### src/rtl/dac_spi_driver_if.sv
// dac_spi_driver_if: sample bus in, Pmod DAC serial lines and status out.
// Master drives samples/enable, slave is the serialiser.
interface dac_spi_driver_if;
  logic        enable;
  logic [11:0] sample_a;
  logic [11:0] sample_b;
  logic [1:0]  pd_mode;
  logic        dac_sclk;
  logic        dac_sync_n;
  logic        dac_din_a;
  logic        dac_din_b;
  logic        sample_tick;
  logic        busy;
  logic        frame_done;
  logic        overrun;

  modport master (
    output enable, sample_a, sample_b, pd_mode,
    input  dac_sclk, dac_sync_n, dac_din_a, dac_din_b,
    input  sample_tick, busy, frame_done, overrun
  );

  modport slave (
    input  enable, sample_a, sample_b, pd_mode,
    output dac_sclk, dac_sync_n, dac_din_a, dac_din_b,
    output sample_tick, busy, frame_done, overrun
  );
endinterface

### src/rtl/dac_spi_driver.sv
// dac_spi_driver: periodic dual-channel 16-bit frame serialiser
// for a DAC121S101-style Pmod DAC sharing SCLK and SYNC_n.
module dac_spi_driver #(
  parameter int CLK_DIV    = 2,
  parameter int UPDATE_DIV = 100
) (
  input  logic             clk,
  input  logic             rst_n,
  dac_spi_driver_if.slave  bus
);
  localparam int HW = $clog2(CLK_DIV + 1);
  localparam int QW = $clog2(2 * CLK_DIV + 1);
  localparam int UW = $clog2(UPDATE_DIV + 1);
  localparam logic [HW-1:0] HC_TOP = HW'(CLK_DIV - 1);
  localparam logic [QW-1:0] QC_TOP = QW'(2 * CLK_DIV - 1);
  localparam logic [UW-1:0] UC_TOP = UW'(UPDATE_DIV - 1);

  typedef enum logic [1:0] {IDLE, SHIFT, QUIET} state_t;

  state_t        state_q, state_d;
  logic [UW-1:0] uc_q, uc_d;
  logic [HW-1:0] hc_q, hc_d;
  logic [QW-1:0] qc_q, qc_d;
  logic [4:0]    bc_q, bc_d;
  logic [15:0]   sha_q, sha_d;
  logic [15:0]   shb_q, shb_d;
  logic          sclk_q, sclk_d;
  logic          sync_q, sync_d;
  logic          dina_q, dina_d;
  logic          dinb_q, dinb_d;
  logic          stick_q, stick_d;
  logic          busy_q, busy_d;
  logic          done_q, done_d;
  logic          ovr_q, ovr_d;

  logic          tick;
  logic [15:0]   word_a;
  logic [15:0]   word_b;

  assign tick   = bus.enable && (uc_q == UC_TOP);
  assign word_a = {2'b00, bus.pd_mode, bus.sample_a};
  assign word_b = {2'b00, bus.pd_mode, bus.sample_b};

  // Next-state: update timer, overrun flag and frame sequencer
  always_comb begin
    state_d = state_q;
    uc_d    = uc_q;
    hc_d    = hc_q;
    qc_d    = qc_q;
    bc_d    = bc_q;
    sha_d   = sha_q;
    shb_d   = shb_q;
    sclk_d  = sclk_q;
    sync_d  = sync_q;
    dina_d  = dina_q;
    dinb_d  = dinb_q;
    stick_d = 1'b0;
    busy_d  = busy_q;
    done_d  = 1'b0;
    ovr_d   = ovr_q;

    if (!bus.enable || tick) uc_d = '0;
    else                     uc_d = uc_q + 1'b1;

    if (!bus.enable)                   ovr_d = 1'b0;
    else if (tick && state_q != IDLE)  ovr_d = 1'b1;

    unique case (state_q)
      IDLE: begin
        if (tick) begin
          sha_d   = word_a;
          shb_d   = word_b;
          dina_d  = word_a[15];
          dinb_d  = word_b[15];
          sync_d  = 1'b0;
          stick_d = 1'b1;
          busy_d  = 1'b1;
          hc_d    = '0;
          bc_d    = '0;
          state_d = SHIFT;
        end
      end
      SHIFT: begin
        if (hc_q == HC_TOP) begin
          hc_d   = '0;
          sclk_d = ~sclk_q;
          if (sclk_q) begin
            bc_d = bc_q + 1'b1;
          end else if (bc_q == 5'd16) begin
            sync_d  = 1'b1;
            dina_d  = 1'b0;
            dinb_d  = 1'b0;
            qc_d    = '0;
            state_d = QUIET;
          end else begin
            sha_d  = {sha_q[14:0], 1'b0};
            shb_d  = {shb_q[14:0], 1'b0};
            dina_d = sha_q[14];
            dinb_d = shb_q[14];
          end
        end else begin
          hc_d = hc_q + 1'b1;
        end
      end
      QUIET: begin
        if (qc_q == QC_TOP) begin
          done_d  = 1'b1;
          busy_d  = 1'b0;
          state_d = IDLE;
        end else begin
          qc_d = qc_q + 1'b1;
        end
      end
      default: state_d = IDLE;
    endcase
  end

  // State and output registers with synchronous active-low reset
  always_ff @(posedge clk) begin
    if (!rst_n) begin
      state_q <= IDLE;
      uc_q    <= '0;
      hc_q    <= '0;
      qc_q    <= '0;
      bc_q    <= '0;
      sha_q   <= '0;
      shb_q   <= '0;
      sclk_q  <= 1'b1;
      sync_q  <= 1'b1;
      dina_q  <= 1'b0;
      dinb_q  <= 1'b0;
      stick_q <= 1'b0;
      busy_q  <= 1'b0;
      done_q  <= 1'b0;
      ovr_q   <= 1'b0;
    end else begin
      state_q <= state_d;
      uc_q    <= uc_d;
      hc_q    <= hc_d;
      qc_q    <= qc_d;
      bc_q    <= bc_d;
      sha_q   <= sha_d;
      shb_q   <= shb_d;
      sclk_q  <= sclk_d;
      sync_q  <= sync_d;
      dina_q  <= dina_d;
      dinb_q  <= dinb_d;
      stick_q <= stick_d;
      busy_q  <= busy_d;
      done_q  <= done_d;
      ovr_q   <= ovr_d;
    end
  end

  assign bus.dac_sclk    = sclk_q;
  assign bus.dac_sync_n  = sync_q;
  assign bus.dac_din_a   = dina_q;
  assign bus.dac_din_b   = dinb_q;
  assign bus.sample_tick = stick_q;
  assign bus.busy        = busy_q;
  assign bus.frame_done  = done_q;
  assign bus.overrun     = ovr_q;
endmodule

### src/flat_wrapper.sv
// flat-port wrapper written by rule: the top's interface ports become plain ports
module dac_spi_driver_flat 
#(
  parameter int CLK_DIV    = 2,
  parameter int UPDATE_DIV = 100
)
  (clk, rst_n, bus_enable, bus_sample_a, bus_sample_b, bus_pd_mode, bus_dac_sclk, bus_dac_sync_n, bus_dac_din_a, bus_dac_din_b, bus_sample_tick, bus_busy, bus_frame_done, bus_overrun);
  dac_spi_driver_if bus_i ();
  input  logic clk;
  input  logic rst_n;
  input wire logic [$bits(bus_i.enable)-1:0] bus_enable;
  input wire logic [$bits(bus_i.sample_a)-1:0] bus_sample_a;
  input wire logic [$bits(bus_i.sample_b)-1:0] bus_sample_b;
  input wire logic [$bits(bus_i.pd_mode)-1:0] bus_pd_mode;
  output wire logic [$bits(bus_i.dac_sclk)-1:0] bus_dac_sclk;
  output wire logic [$bits(bus_i.dac_sync_n)-1:0] bus_dac_sync_n;
  output wire logic [$bits(bus_i.dac_din_a)-1:0] bus_dac_din_a;
  output wire logic [$bits(bus_i.dac_din_b)-1:0] bus_dac_din_b;
  output wire logic [$bits(bus_i.sample_tick)-1:0] bus_sample_tick;
  output wire logic [$bits(bus_i.busy)-1:0] bus_busy;
  output wire logic [$bits(bus_i.frame_done)-1:0] bus_frame_done;
  output wire logic [$bits(bus_i.overrun)-1:0] bus_overrun;
  assign bus_i.enable = bus_enable;
  assign bus_i.sample_a = bus_sample_a;
  assign bus_i.sample_b = bus_sample_b;
  assign bus_i.pd_mode = bus_pd_mode;
  assign bus_dac_sclk = bus_i.dac_sclk;
  assign bus_dac_sync_n = bus_i.dac_sync_n;
  assign bus_dac_din_a = bus_i.dac_din_a;
  assign bus_dac_din_b = bus_i.dac_din_b;
  assign bus_sample_tick = bus_i.sample_tick;
  assign bus_busy = bus_i.busy;
  assign bus_frame_done = bus_i.frame_done;
  assign bus_overrun = bus_i.overrun;
  dac_spi_driver #(.CLK_DIV(CLK_DIV), .UPDATE_DIV(UPDATE_DIV)) u_core (.clk(clk), .rst_n(rst_n), .bus(bus_i));
endmodule
### config.mk
export PLATFORM = sky130hd
export DESIGN_NAME = dac_spi_driver_flat
export DESIGN_NICKNAME = d
export VERILOG_FILES = /design/src/rtl/dac_spi_driver_if.sv /design/src/rtl/dac_spi_driver.sv /design/src/flat_wrapper.sv
export SDC_FILE = /design/constraint.sdc
export NUM_CORES = 1
export LEC_CHECK = 0
export BUFFER_PORTS_ARGS = -buffer_cell sky130_fd_sc_hd__clkbuf_2
export CAP_MARGIN = 40
export CORE_MARGIN = 8
export CORE_UTILIZATION = 50
export CTS_CLUSTER_SIZE = 16
export DETAILED_ROUTE_END_ITERATION = 16
export PLACE_DENSITY = 0.75
export SKIP_CTS_REPAIR_TIMING = 1
export SYNTH_ARGS = -nofsm -noshare
export SYNTH_HDL_FRONTEND = slang
export SYNTH_SLANG_ARGS = --single-unit
export TNS_END_PERCENT = 30
### constraint.sdc
create_clock -name clk -period 4.22 [get_ports clk]
set_input_delay 1.266 -clock clk [delete_from_list [all_inputs] [get_ports clk]]
set_output_delay 1.266 -clock clk [all_outputs]
set_load 0.1 [all_outputs]
# After elaboration in Yosys (flattened, before gate mapping)
# Index checks and enable logic that the tools add are counted.
word_totals:
  in_bits: 29
  elab_cells: 103
  regBits: 57
op_classes:
  n_eq_ne: 14
  reduce_logical: 22
  bitwise_logic: 2
  n_addsub: 4
  n_mux: 46
ops:
  columns: ["op", "count"]
  rows:
  - ["two-way mux 15 bit", 8]
  - ["case mux 15 bit (2 select lines)", 2]
  - ["AND reduction 5 bit", 4]
  - ["two-way mux 5 bit", 3]
  - ["two-way mux 1 bit", 14]
  - ["two-way mux 2 bit", 7]
  - ["two-way mux 3 bit", 4]
  - ["inequality test 2 x 1 -> 1 bit, second input constant", 5]
  - ["case mux 5 bit (2 select lines)", 1]
  - ["AND reduction 2 bit", 5]
  - ["case mux 1 bit (2 select lines)", 4]
  - ["AND reduction 4 bit", 2]
  - ["nonzero test 2 bit", 4]
  - ["adder 7 x 1 -> 7 bit, second input constant", 1]
  - ["equality test 7 bit, second input constant", 1]
  - ["inequality test 2 bit, second input constant", 3]
  - ["case mux 2 bit (3 select lines)", 1]
  - ["case mux 3 bit (2 select lines)", 1]
  - ["adder 5 x 1 -> 5 bit, second input constant", 1]
  - ["equality test 5 bit, second input constant", 1]
  - ["equality test 2 x 1 -> 1 bit, second input constant", 2]
  - ["case mux 2 bit (2 select lines)", 1]
  - ["adder 3 x 1 -> 3 bit, second input constant", 1]
  - ["equality test 3 x 2 -> 1 bit, second input constant", 1]
  - ["9 further kinds", 11]

# Depth between registers and ports, before layout
# Gate-level depths: netlist of the first run.
logic_depth:
  word_depth: 5
  mapped_depth: 7
  depth_no_buf: 6

# Worst setup path before layout of the first run
# Ideal clock, no wire load.
synth_timing:
  path_kind: "input port to flip-flop"
  from: "in bus_enable"
  to: "reg u_core.sha_q[10]"
  setup_time_ns: 0.116
  arrival_ns: 2.291
  t_required_ns: 4.104
  path_slack_ns: 1.812
  stages: 6
  path_cell_list: "nor3b_1 and4b_1 buf_6 or2_4 buf_6 o211a_1"
synth_between:
  elab_chain_cells: 3
synth_lines:
  columns: ["item", "line", "text"]
  rows:
  - ["start, declared", "flat_wrapper.sv:11", "input wire logic [$bits(bus_i.enable)-1:0] bus_enable;"]
  - ["logical AND 1 bit", "dac_spi_driver.sv:40", "assign tick = bus.enable && (uc_q == UC_TOP);"]
  - ["inequality test 2 x 1 -> 1 bit (no line)", null, null]
  - ["AND reduction 5 bit (no line)", null, null]
  - ["end signal, assigned", "dac_spi_driver.sv:126", "sha_q <= '0;"]
  - ["end signal, assigned", "dac_spi_driver.sv:142", "sha_q <= sha_d;"]
  - ["end, declared", "dac_spi_driver.sv:25", "logic [15:0] sha_q, sha_d;"]
# Every way passes these cells.
# A chain may end at the register's enable or synchronous reset.

# Final worst setup path of the first run
layout_timing:
  from: "reg u_core.sclk_q (netlist: u_core.bus.dac_sclk)"
  to: "out bus_dac_sclk"
layout_lines:
  columns: ["item", "line", "text"]
  rows:
  - ["start, declared", "dac_spi_driver.sv:27", "logic sclk_q, sclk_d;"]
  - ["start signal, assigned", "dac_spi_driver.sv:144", "sclk_q <= sclk_d;"]
  - ["end, declared", "flat_wrapper.sv:15", "output wire logic [$bits(bus_i.dac_sclk)-1:0] bus_dac_sclk;"]
# No word-level cell between the ends.

==> results.cfg, run 1 <==
[status]
status = complete, no violations

[logic_synthesis]
synth.distinct_cells = 36
synth_area_mm2 = 0.00265
syn_nets = 305
synthCells = 271
avgSynthCellArea_um2 = 9.77
synth-seq-cells = 57
yosys_warnings = 0
synth-seq-area-share = 0.431

[sta]
fin_ws_ns = 1.68
tns_ns = 0
tightest_slew_ns = 0.681
hold_viol_final = 0
drv_slew = 0
slew_headroom = 0.540
fin_crit_ns = 2.54
clock_skew_ns = 0.00867
fin_crit_sh = 0.602
holdWs_ns = 0.444
timing.fmax_mhz = 394
setup_viol = 0
rsz0062_at_grt = false

[global_route]
grt_most_used_layer = met2
grt_pass1_vias = 2075
grt.total_usage = 0.145
grt_use_met3 = 0.0631
grt_pass1_wl_um = 8960
grt_max_degree = 50
use_met1 = 0.158
grt_use_met2 = 0.243
antenna_found_initial = 0
grt_overflow = 0

[pwr]
total_power_w = 0.00101
powerDensity_mw_per_mm2 = 335
p_leak_nw = 1.67
peakVddDrop_mv = 0.234

[setup_path]
worstPathCellList = clkbuf_2
critPathTopFamily = buffers and inverters
crit_fanout = 6
path_depth = 1
worstPathRequired_ns = 2.95
cp_slowest_cell = clkbuf_2
critPathMaxStageDelay_ns = 0.50
rrSetupSlack_ns = 2.19
worstReg2RegEnd = u_core.shb_q[0]
startpoint = u_core.bus.dac_sclk
critPathKind = reg2out
cp.arrival_ns = 1.27
start_kind = flip-flop
crit_end = bus_dac_sclk
path_buf_inv = 1
r2r_start = u_core.state_q[0]
rr_worst_depth = 6
end_kind = output pin

[floorplanning]
die-area_mm2 = 0.00788
die_y_um = 88.8
std_cell_rows = 26
io_pins = 37
die_w_um = 88.8
initial_utilization = 0.518
fp.coreArea_mm2 = 0.00511

[cells_and_area]
drive_gt1_frac = 0.212
final_cell_mix = dfxtp_1 (57), clkbuf_2 (36), mux2i_1 (34)
area_delta_synth_final_pct = 14.2
final_common_cell = dfxtp_1
final_nets = 336
diodes = 0
postLayoutCellArea_mm2 = 0.00302

[hold_path]
min_delay_path_depth = 1
hp-class = reg2reg

[route]
drt_iter0_drc = 157
dr.pass1.iters = 4
routed_wl_um = 5350
ant_nets = 0
drc = 0
viasPerCell = 5.42
wl_per_cell_um = 14.2
vias = 2043

[clock_network]
clkTransAtPathRegs_ns = 0.06
cts_tree = done
root_buffer = clkbuf_8
cts_sinks = 57
cts_buffer_depth = 2
h-tree-depth = 3
cts_buffers = 9
clk_latency_ns = 0.33

[place]
post-place-ws_ns = 1.52
port-buffer-count = 36
dpl_cell_area_mm2 = 0.00285
gp_congestion = 0.744
dpl.hpwl_um = 3570

[flow_run]
cap_violations = 0
[sequential cells by signal, summed over array words and instances, names as in the netlist]
| name | count |
|---|---|
| u_core.bus.frame_done | 1 |
| u_core.bus.overrun | 1 |
| u_core.bus.dac_sync_n | 1 |
| u_core.bus.sample_tick | 1 |
| u_core.qc_q | 3 |
| u_core.hc_q | 2 |
| u_core.bus.dac_sclk | 1 |
| u_core.bus.busy | 1 |
| u_core.shb_q | 15 |
| u_core.bus.dac_din_a | 1 |
| u_core.state_q | 2 |
| u_core.uc_q | 7 |
| u_core.sha_q | 15 |
| u_core.bus.dac_din_b | 1 |
| u_core.bc_q | 5 |
[worst min path at each step]
| stage | from | endpoint |
|---|---|---|
| after floorplan | u_core.uc_q[0] | u_core.uc_q[0] |
| after CTS | u_core.uc_q[0] | u_core.uc_q[0] |
| after global routing | u_core.uc_q[0] | u_core.uc_q[0] |
| final | u_core.uc_q[0] | u_core.uc_q[0] |
| after detailed placement | u_core.uc_q[0] | u_core.uc_q[0] |
| after global placement | u_core.uc_q[0] | u_core.uc_q[0] |
[power breakdown]
| part | switching (W) | internal, W | total, W | leakage, nW |
|---|---|---|---|---|
| sequential | 0.000000555 | 0.000539 | 0.000539 | 0.459 |
| clock | 0.000213 | 0.000226 | 0.000440 | 0.0891 |
| combinational | 0.0000172 | 0.0000171 | 0.0000343 | 1.12 |
| total | 0.000231 | 0.000782 | 0.00101 | 1.67 |
[layout make-up]
class / count / area, um^2
clock inverters: 5 / 31.3
flip-flops and latches: 57 / 1140
repair buffers: 41 / 230
inverters: 5 / 18.8
well taps: 70 / 87.6
clock buffers: 11 / 141
fillers: 487 / 2080
multi-input cells: 188 / 1370
[cell families after synthesis]
family | count (synthesis) | share of synthesized area
compound gates | 74 | 0.207
simple gates | 69 | 0.139
flops | 57 | 0.431
mux | 34 | 0.129
buf+inv | 26 | 0.0515
xor+xnor | 6 | 0.0198
fa+ha+maj | 5 | 0.0236
[through the flow]
stage / instances / util
4_1_cts: 377 / 0.592
2_1_floorplan: 271 / -
6_report: 377 / 0.592
5_1_grt: 377 / 0.592
3_5_place_dp: 361 / 0.558
3_3_place_gp: 360 / 0.554
[cells in the mapped netlist]
master	n	area, um^2
a21boi_0	2	15.0
a21oi_1	5	25.0
a21oi_2	1	8.76
and2_1	2	12.5
and3_1	4	25.0
and3b_1	1	8.76
and4b_1	2	20.0
and4bb_1	1	12.5
buf_2	4	20.0
buf_4	1	7.51
buf_6	4	45.0
clkbuf_1	12	45.0
dfxtp_1	57	1140
ha_1	5	62.6
inv_1	5	18.8
mux2i_1	34	340
nand2_1	20	75.1
nand2b_1	3	18.8
nand3_1	13	65.1
nand4_1	1	6.26
nor2_1	12	45.0
nor2b_1	3	18.8
nor3b_1	3	22.5
nor3b_2	1	12.5
nor4bb_1	1	10.0
o211a_1	26	260
o21a_1	2	15.0
o21ai_0	32	160
o21ba_2	1	10.0
o221a_2	3	33.8
o311a_1	1	10.0
o31a_1	1	8.76
or2_2	1	6.26
or2_4	1	8.76
xnor2_1	4	35.0
xor2_1	2	17.5
[metal layers]
metal	up-vias	wire (um)
met5	-	0
met4	0	89
met3	7	321
met2	33	2500
met1	964	2440
li1	1039	-
No activity file was read; power rests on OpenSTA's default activity.
==> inputs of run 2 (changes only) <==
==> constraint.sdc (replaced) <==
create_clock -name clk -period 2.52 [get_ports clk]
set_input_delay 0.756 -clock clk [delete_from_list [all_inputs] [get_ports clk]]
set_output_delay 0.756 -clock clk [all_outputs]
set_load 0.1 [all_outputs]
==> results.cfg, run 2 (same netlist as run 1, synthesis figures left out) <==
[place]
dpl.hpwl_um = 3490
gp_congestion = 0.760
port-buffer-count = 36

[cells_and_area]
final_cell_mix = dfxtp_1 (57), clkbuf_2 (36), mux2i_1 (34)
area_delta_synth_final_pct = 15.0
drive_gt1_frac = 0.211
final_core_util = 0.596
fillers = 482
top_regs = u_core.sha_q x15, u_core.shb_q x15, u_core.uc_q x7
final_nets = 337
final_common_cell = dfxtp_1
diodes = 0

[global_route]
grt.total_usage = 0.150
grt_overflow = 0
grt_pass1_wl_um = 9290
grt_pass1_vias = 2049
grt_max_degree = 59
antenna_found_initial = 0

[sta]
clock_skew_ns = 0.00556
tightest_slew_ns = 0.687
fin_crit_sh = 0.808
holdWs_ns = 0.437
slew_headroom = 0.536
tns_ns = 0
timing.fmax_mhz = 491
drv_slew = 0
fin_crit_ns = 2.04
hold_viol_final = 0
setup_viol = 0
rsz0062_at_grt = false

[hold_path]
hp-class = reg2reg

[clock_network]
cts_sinks = 57
cts_buffer_depth = 2
cts_buffers = 9
h-tree-depth = 3
clk_latency_ns = 0.33
root_buffer = clkbuf_8
cts_tree = done
clkTransAtPathRegs_ns = 0.06

[floorplanning]
io_pins = 37
die_y_um = 88.8
die-area_mm2 = 0.00788
initial_utilization = 0.518
std_cell_rows = 26
fp.coreArea_mm2 = 0.00511
die_w_um = 88.8

[pwr]
powerDensity_mw_per_mm2 = 564
total_power_w = 0.00172
peakVddDrop_mv = 0.345
p_leak_nw = 1.68

[route]
wl_per_cell_um = 14.3
ant_nets = 0
drt_iter0_drc = 165
viasPerCell = 5.57
vias = 2107
dr.pass1.iters = 5
routed_wl_um = 5390
drc = 0

[setup_path]
critPathKind = reg2out
critPathMaxStageDelay_ns = 0.50
path_buf_inv = 1
critPathTopFamily = buffers and inverters
start_kind = flip-flop
cp.arrival_ns = 1.28
end_kind = output pin
worstPathRequired_ns = 1.76
cp_slowest_cell = clkbuf_2
worstPathCellList = clkbuf_2
crit_fanout = 6

[flow_run]
cap_violations = 0

[status]
status = complete, no violations
==> run 2: power by group <==
group	internal, W	switching (W)
clock network	0.000406	0.000346
logic	0.0000309	0.0000293
registers	0.000903	0.000000913
total	0.00134	0.000376
==> run 2: stage by stage <==
stage / cells / setup WS (ns) / area [um^2]
final: 378 / 0.483 / 3040
after global routing: 378 / 0.438 / 3040
after CTS: 378 / 0.458 / 3040
after detailed placement: 362 / 0.523 / 2870
after global placement: 362 / 0.546 / 2870
after floorplan: 271 / 0.409 / 2650
==> run 2: layout make-up <==
cell class	instances	area (um^2)	area share
multi-input cells	188	1370	0.451
flip-flops and latches	57	1140	0.375
repair buffers	42	250	0.0822
clock buffers	13	159	0.0522
well taps	70	87.6	0.0288
inverters	5	18.8	0.00617
clock inverters	3	15.0	0.00493
==> run 2: path summary, 6_finish.rpt <==
check | from | cells past startpoint | to | slack (ns)
hold / removal | u_core.uc_q[0] | 1 | u_core.uc_q[0] | 0.44
setup / recovery | u_core.bus.dac_sclk | 1 | bus_dac_sclk | 0.48
hold reg to reg | u_core.uc_q[0] | 1 | u_core.uc_q[0] | 0.44
setup reg to reg | u_core.state_q[0] | 3 | u_core.bc_q[3] | 0.72
==> run 2: metal layers <==
metal | vias to the layer above | GRT usage | routed length (um)
met2 | 44 | 0.222 | 2490
met4 | 0 | 0.0998 | 148
met5 | - | 0 | 0
met1 | 1007 | 0.192 | 2480
li1 | 1045 | - | -
met3 | 11 | 0.0316 | 270
==> inputs of run 3 (changes only) <==
==> constraint.sdc (replaced) <==
create_clock -name clk -period 1.9 [get_ports clk]
set_input_delay 0.57 -clock clk [delete_from_list [all_inputs] [get_ports clk]]
set_output_delay 0.57 -clock clk [all_outputs]
set_load 0.1 [all_outputs]
==> results.cfg, run 3 (same netlist as run 1, synthesis figures left out) <==
[cells_and_area]
final_common_cell = dfxtp_1
postLayoutCellArea_mm2 = 0.00313
top_regs = u_core.sha_q x15, u_core.shb_q x15, u_core.uc_q x7
layoutNonFillerInstCount = 382
drive_gt1_frac = 0.237
final_cell_mix = dfxtp_1 (56), clkbuf_2 (36), mux2i_1 (34)
diodes = 0
final_nets = 341
area_delta_synth_final_pct = 18.4

[route]
dr.pass1.iters = 4
drc = 0
routed_wl_um = 5380
ant_nets = 0
drt_iter0_drc = 185
vias = 2074
viasPerCell = 5.43
wl_per_cell_um = 14.1

[clock_network]
clkTransAtPathRegs_ns = 0.07
h-tree-depth = 3
root_buffer = clkbuf_8
cts_tree = done
cts_buffers = 9
cts_buffer_depth = 2
cts_sinks = 57
clk_latency_ns = 0.34

[setup_path]
worstPathCellList = clkbuf_2
cp.arrival_ns = 1.21
end_kind = output pin
path_buf_inv = 1
crit_fanout = 6
critPathMaxStageDelay_ns = 0.48
rrSetupSlack_ns = 0.13
cp_slowest_cell = clkbuf_2
critPathKind = reg2out
critPathTopFamily = buffers and inverters
start_kind = flip-flop
worstPathRequired_ns = 1.33

[flow_run]
cap_violations = 0

[floorplanning]
die-area_mm2 = 0.00788
std_cell_rows = 26
die_y_um = 88.8
initial_utilization = 0.518
fp.coreArea_mm2 = 0.00511
die_w_um = 88.8
io_pins = 37

[sta]
slew_headroom = 0.638
tightest_slew_ns = 0.546
clock_skew_ns = 0.00823
tns_ns = 0
timing.fmax_mhz = 563
hold_viol_final = 0
drv_slew = 0
setup_viol = 0
fin_crit_sh = 0.935
fin_crit_ns = 1.78

[pwr]
powerDensity_mw_per_mm2 = 819
total_power_w = 0.00257
peakVddDrop_mv = 0.416
p_leak_nw = 1.72

[global_route]
grt_overflow = 0
grt.total_usage = 0.151
antenna_found_initial = 0
grt_max_degree = 57
grt_pass1_vias = 1981
grt_pass1_wl_um = 9230

[place]
dp.cells = 366
port-buffer-count = 36
dpl.hpwl_um = 3530
dpl_cell_area_mm2 = 0.00290
gp_congestion = 0.801

[status]
status = complete, no violations

[hold_path]
hp-class = reg2reg
-- run 3: power breakdown --
part	switching, W	total, W	internal [W]	leakage (nW)
logic	0.0000393	0.0000805	0.0000412	1.14
clock network	0.000484	0.00129	0.000805	0.115
registers	0.00000164	0.00120	0.00120	0.459
-- run 3: area by class of cell --
type,count,area (um^2)
Clock buffer,11,151
Sequential cell,57,1140
Multi-Input combinational cell,188,1380
Inverter,5,18.8
Clock inverter,5,77.6
Fill cell,450,1970
Timing Repair Buffer,46,280
Tap cell,70,87.6
-- run 3: stage by stage --
step | setup WS, ns | util | hold WS [ns]
after floorplan | 0.158 | - | 0.413
after global placement | 0.0971 | 0.568 | 0.428
after detailed placement | 0.0704 | 0.568 | 0.436
after CTS | 0.0971 | 0.613 | 0.446
after global routing | -0.00756 | 0.614 | 0.473
final | 0.123 | 0.614 | 0.444
-- run 3: path summary, 6_finish.rpt --
kind | to | from | cells after the start
worst max-delay path | bus_dac_sclk | u_core.bus.dac_sclk | 1
worst min-delay path | u_core.bus.overrun | u_core.bus.overrun | 2
worst max register to register | u_core.shb_q[6] | u_core.uc_q[0] | 5
worst min register to register | u_core.bus.overrun | u_core.bus.overrun | 2
-- run 3: metal layers --
| metal | vias to the layer above | global-route usage | wire [um] | part of all wire |
|---|---|---|---|---|
| met4 | 0 | 0.0829 | 100 | 0.019 |
| li1 | 1052 | - | - | - |
| met1 | 975 | 0.192 | 2600 | 0.48 |
| met2 | 40 | 0.219 | 2420 | 0.45 |
| met5 | - | 0 | 0 | 0 |
| met3 | 7 | 0.0474 | 254 | 0.047 |
